[src/rtl/alu_1bit.sv]
// One-bit MIPS ALU slice: logical ops plus full-adder ADD/SUB, with a
// combinational result/carry and an enable-gated registered copy of both.
module alu_1bit (
  input  logic clk,
  input  logic rst_n,
  input  logic a,
  input  logic b,
  input  logic carry_in,
  input  logic op2,
  input  logic op1,
  input  logic op0,
  input  logic en,
  output logic result,
  output logic carry_out,
  output logic result_r,
  output logic carry_out_r
);

  typedef enum logic [2:0] {
    OP_AND  = 3'b000,
    OP_OR   = 3'b001,
    OP_ADD  = 3'b010,
    OP_XOR  = 3'b011,
    OP_NOR  = 3'b100,
    OP_NAND = 3'b101,
    OP_SUB  = 3'b110,
    OP_XNOR = 3'b111
  } op_e;

  op_e  w_op;
  logic w_bx;
  logic w_sum;
  logic w_cout;
  logic w_result;
  logic w_carry;
  logic r_result;
  logic r_carry;

  assign w_op = op_e'({op2, op1, op0});

  // op2 doubles as the B-invert control, so SUB is ADD of ~b with cin=1 at bit 0
  assign w_bx   = b ^ op2;
  assign w_sum  = a ^ w_bx ^ carry_in;
  assign w_cout = (a & w_bx) | (a & carry_in) | (w_bx & carry_in);

  always_comb begin
    w_result = 1'b0;
    w_carry  = 1'b0;
    case (w_op)
      OP_AND:  w_result = a & b;
      OP_OR:   w_result = a | b;
      OP_ADD: begin
        w_result = w_sum;
        w_carry  = w_cout;
      end
      OP_XOR:  w_result = a ^ b;
      OP_NOR:  w_result = ~(a | b);
      OP_NAND: w_result = ~(a & b);
      OP_SUB: begin
        w_result = w_sum;
        w_carry  = w_cout;
      end
      OP_XNOR: w_result = ~(a ^ b);
      default: begin
        w_result = 1'b0;
        w_carry  = 1'b0;
      end
    endcase
  end

  always_ff @(posedge clk or negedge rst_n) begin
    if (!rst_n) begin
      r_result <= 1'b0;
      r_carry  <= 1'b0;
    end else if (en) begin
      r_result <= w_result;
      r_carry  <= w_carry;
    end
  end

  assign result      = w_result;
  assign carry_out   = w_carry;
  assign result_r    = r_result;
  assign carry_out_r = r_carry;

endmodule

[config.mk]
export PLATFORM = sky130hd
export DESIGN_NAME = alu_1bit
export DESIGN_NICKNAME = d
export VERILOG_FILES = /design/src/rtl/alu_1bit.sv
export SDC_FILE = /design/constraint.sdc
export NUM_CORES = 1
export LEC_CHECK = 0
export CAP_MARGIN = 20
export CORE_AREA = 2 2 39 41
export DETAILED_ROUTE_END_ITERATION = 10
export DIE_AREA = 0 0 41 43
export DONT_BUFFER_PORTS = 1
export SLEW_MARGIN = 20
export SYNTH_ARGS = -nofsm -noshare
export SYNTH_HDL_FRONTEND = slang
export SYNTH_SLANG_ARGS = --single-unit
export TNS_END_PERCENT = 100
[constraint.sdc]
create_clock -name clk -period 3.15 [get_ports clk]
set_clock_uncertainty 0.15 [all_clocks]
set_input_delay 0.4725 -clock clk [delete_from_list [all_inputs] [get_ports clk]]
set_output_delay 0.4725 -clock clk [all_outputs]
set_load 0.005 [all_outputs]
======== After elaboration in Yosys (flattened, before gate mapping) ========
Index checks and enable logic that the tools add are counted.
cells by class
  add/subtract/negate cells ............... 0
  multipliers ............................. 0
  div/mod/pow operators ................... 0
  $lt $le $gt $ge ......................... 0
  equality and inequality tests ........... 7
  shift operators ......................... 0
  mux-type cells .......................... 2
  bitwise operators ....................... 14
  reductions and logical operators ........ 2
operator list
  cell                                           number
  == test 3 bit, second input constant           4
  case mux 1 bit (7 select lines)                1
  == test 3 x 2 -> 1 bit, second input constant  2
  bitwise AND 1 bit                              4
  bitwise XOR 1 bit                              4
  == test 3 x 1 -> 1 bit, second input constant  1
  logical NOT 3 bit                              1
  NOT 1 bit                                      3
  bitwise OR 1 bit                               3
  OR reduction 2 bit                             1
  two-way mux 1 bit                              1
storage, ports and cells
  bits in registers ....................... 2
  latch bits .............................. 0
  RAM bits ................................ 0
  ROM bits ................................ 0
  input port bits ......................... 9
  output and inout port bits .............. 4
  logic and storage cells ................. 27
  memories kept ........................... 0

======== Logic depth before layout (Yosys ltp) ========
  depth in word-level cells ............... 5
  mapped depth ............................ 5
  depth with buffers taken out ............ 5

======== Worst setup path before layout ========
Ideal clock, no wire load.
  path type ............................... input-to-output
  start point ............................. input a
  end point ............................... output result
  arrival time ............................ 1.348 ns
  required time ........................... 2.527 ns
  path slack .............................. 1.179 ns
  stages .................................. 5
  buffers on the path ..................... 0
  cell sequence ........................... inv_1 ha_1 mux2_2 o32a_1 nand2_1
between the ends
  word-level cells in the longest chain between the ends .. 3
  elaborated cells on any way between the ends .. 9
  classes of those cells .................. 1 x mux; 8 x bitwise
ends and longest elaborated chain
  element                                                       RTL line  RTL
  from (decl)                                                   6         input logic a,
  bitwise XOR 1 bit, or another cell as far along (2 in a row)  43        assign w_sum = a ^ w_bx ^ carry_in;
  case mux 1 bit (7 select lines) *                             49        case (w_op)
  to (decl)                                                     13        output logic result,
Mark *: on every way between the ends. The rest lies on a longest branch, timed or not.

======== Worst setup path after layout ========
  start point ............................. input op2
  end point ............................... output result
between the ends
  word-level cells in the longest chain between the ends .. 4
  elaborated cells on any way between the ends .. 13
  classes of those cells .................. 7 x eq/ne; 1 x mux; 3 x bitwise; 2 x reduce/logical
ends and longest elaborated chain
  element                            RTL line  RTL
  from (decl)                        9         input logic op2,
  bitwise XOR 1 bit                  42        assign w_bx = b ^ op2;
  bitwise XOR 1 bit (2 in a row)     43
  case mux 1 bit (7 select lines) *  49
Marks and branches as above.

==> impl_metrics.yaml <==
global_route:
  antenna_found_initial: 0
  grt.overflow.total: 0
  grt_max_degree: 7
  grt_pass1_wl_microns: 579
  grt_pass1_vias: 170
  grt.total_usage_pct: 5.62
logic_synthesis:
  ys.warnings.count: 0
  syn_nets: 35
  synthSimpleGateAreaFrac_pct: 22.2
  synth.distinct_cells: 17
  syn-mean-instance-area_sq_um: 9.79
  yosysSeqAreaShare_pct: 22.2
  synth-xor-area-share_pct: 3.89
  async_flop_share_pct: 100
  synth_fa_ha_area_share_pct: 20.0
  synth_compound_area_share_pct: 11.7
  synth_edf_count: 0
  yosysTopAreaCell: "dfrtp_1"
  synth_top_family_by_area: "simple AND/OR/NAND/NOR gates"
  ys_top_cells_by_count: "inv_1 (3), dfrtp_1 (2), ha_1 (2), mux2_2 (2), nand2_1 (2)"
  synth_area_leaders: "dfrtp_1 (22%), ha_1 (11%), mux2_2 (10%)"
  synthMostInstantiatedCell: "inv_1"
  synth_top_area_share_pct: 22.2
  syn_inst: 23
  synthFlopType: "dfrtp_1"
  syn-cell-area_sq_um: 225
  synthMuxAreaShare_pct: 15.0
  ys_ff_latch: 2
clocking:
  post_cts.repair.setup_buffers: 0
  cts_resized: 0
  cts-root-buf: "clkbuf_4"
  cts_tree: "built"
  numCtsBuffers: 3
  ctsHoldBuffers: 1
  clkSlewWorstSetupHoldPaths_ns: 0.03
  clk_path_buf_depth: 2
  cts_sinks: 2
  htreeDepth: 1
  clk_latency_ns: 0.22
route:
  wl_per_cell_microns: 9.72
  dr.pass1.iters: 1
  vias: 165
  viasPerCell: 3.84
  drt_iter0_drc: 0
  wirelength_microns: 418
  ant_nets: 0
  drc: 0
pwr:
  power_density_nw_per_um2: 390
  power.switching_w: 0.0000246
  p_int_w: 0.0000838
  switching_share_pct: 22.7
  p_clk_share_pct: 49.7
  sequentialPowerShare_pct: 28.3
  peakVddDrop_mv: 0.215
  power_leakage_nw: 0.128
  combinationalPowerShare_pct: 22.0
worst_hold_path:
  min_from: "en"
  hold_depth: 1
  holdPathEnd: "result_r$_DFFE_PN0P_"
  hold_path_class: "input pin to register"
worst_setup_path:
  r2r_end: "carry_out_r$_DFFE_PN0P_"
  reg2regPathDepth: 1
  r2r_start: "carry_out_r$_DFFE_PN0P_"
  crit_required_ns: 2.53
  ff2ff_setup_slack_ns: 2.23
  cp_slowest_cell: "fa_1"
  crit_buf_inv: 0
  cp_slowest_stage_delay_ns: 0.43
  crit_path_end_kind: "primary output"
  startpoint_type: "input pin"
  critPathMaxFanout: 4
  critPathTopFamily: "adder cells"
  critical_path_class: "input pin to primary output"
  cp.arrival_ns: 1.41
  cp_cell_sequence: "xnor2_1 > fa_1 > a21oi_1 > o21ai_1 > nand2_1"
timing:
  relSlewSlack_pct: 85.9
  setup_tns_ns: 0
  hold_viol: 0
  fin_crit_sh_pct: 64.4
  finalCriticalPeriod_ns: 2.03
  max_freq_mhz: 493
  rsz0062_at_grt: "no"
  final-max-slew-violation-count: 0
  worst_pin_slew_ns: 0.211
  finalSetupViolations: 0
finish:
  drive_gt1_share_pct: 25.9
  fin_nets: 41
  antenna_cells: 0
  utilization_pct: 20.1
  syn_to_final_growth_pct: 23.3
placement:
  io_buffers: 0
  gp_congestion: 0.482
die:
  die_height_microns: 43
  start_util_pct: 16.3
  die_w_microns: 41
  ios: 13
  core-area_sq_um: 1380
  rows: 14
  dieArea_sq_um: 1760
flow_run:
  maxCapViolations: 0
outcome:
  status: "complete, no violations"
-- stage by stage --
step                std cells  cell area, sq um  hold WS, ns  total power (W)  setup slack [ns]
finish                     43               278        0.214         0.000108              1.12
floorplan                  23               225       0.0269        0.0000502              1.18
global route               43               278        0.211         0.000119              1.05
CTS                        43               278        0.210         0.000112              1.11
global placement           39               245       0.0270        0.0000536              1.11
detailed placement         39               245       0.0270        0.0000540              1.12
-- state kept, by name (all words and copies together) (netlist names) --
register,count
carry_out_r,1
result_r,1
-- power groups by stage --
stage                      clock, W  combinational, W  sequential [W]
after global routing      0.0000611         0.0000275       0.0000308
final                     0.0000538         0.0000238       0.0000307
after CTS                 0.0000571         0.0000244       0.0000307
after floorplan                   0         0.0000197       0.0000306
after detailed placement          0         0.0000230       0.0000310
after global placement            0         0.0000227       0.0000309
-- cell type report --
type,count,area [sq um]
fillers,153,1110
multi-input cells,18,164
flip-flops and latches,2,50.0
clock buffers,3,22.5
well taps,16,20.0
inverters,3,11.3
repair buffers,1,10.0
-- layer usage --
layer	global-route usage (%)	vias to the layer above	routed length (microns)
met3	3.66	2	44
met1	4.18	68	163
li1	-	87	-
met4	8.00	0	7
met5	0	-	0
met2	7.50	8	203
-- worst max-delay path by stage --
stage	cells past startpoint	to	slack [ns]	start
5_1_grt	5	result	1.05	op2
3_5_place_dp	5	result	1.12	op2
6_report	5	result	1.12	op2
3_3_place_gp	5	result	1.11	op2
2_1_floorplan	5	result	1.18	a
4_1_cts	5	result	1.11	op2
-- cells in the final DEF (no fill, tap or decap), drive strengths merged, types with 2 or more instances in the layout --
cell / instances
inv: 3
clkbuf: 3
mux2: 3
nand2: 2
nor2b: 2
ha: 2
dfrtp: 2
-- kinds of logic after synthesis --
family,Yosys count
xor gates and xnor gates,1
adders and majority gates,3
DFF,2
buffers and inverters,3
muxes,3
AOI/OAI and AO/OA,4
and+or+nand+nor,7
Power figures use the tool's default switching activity.
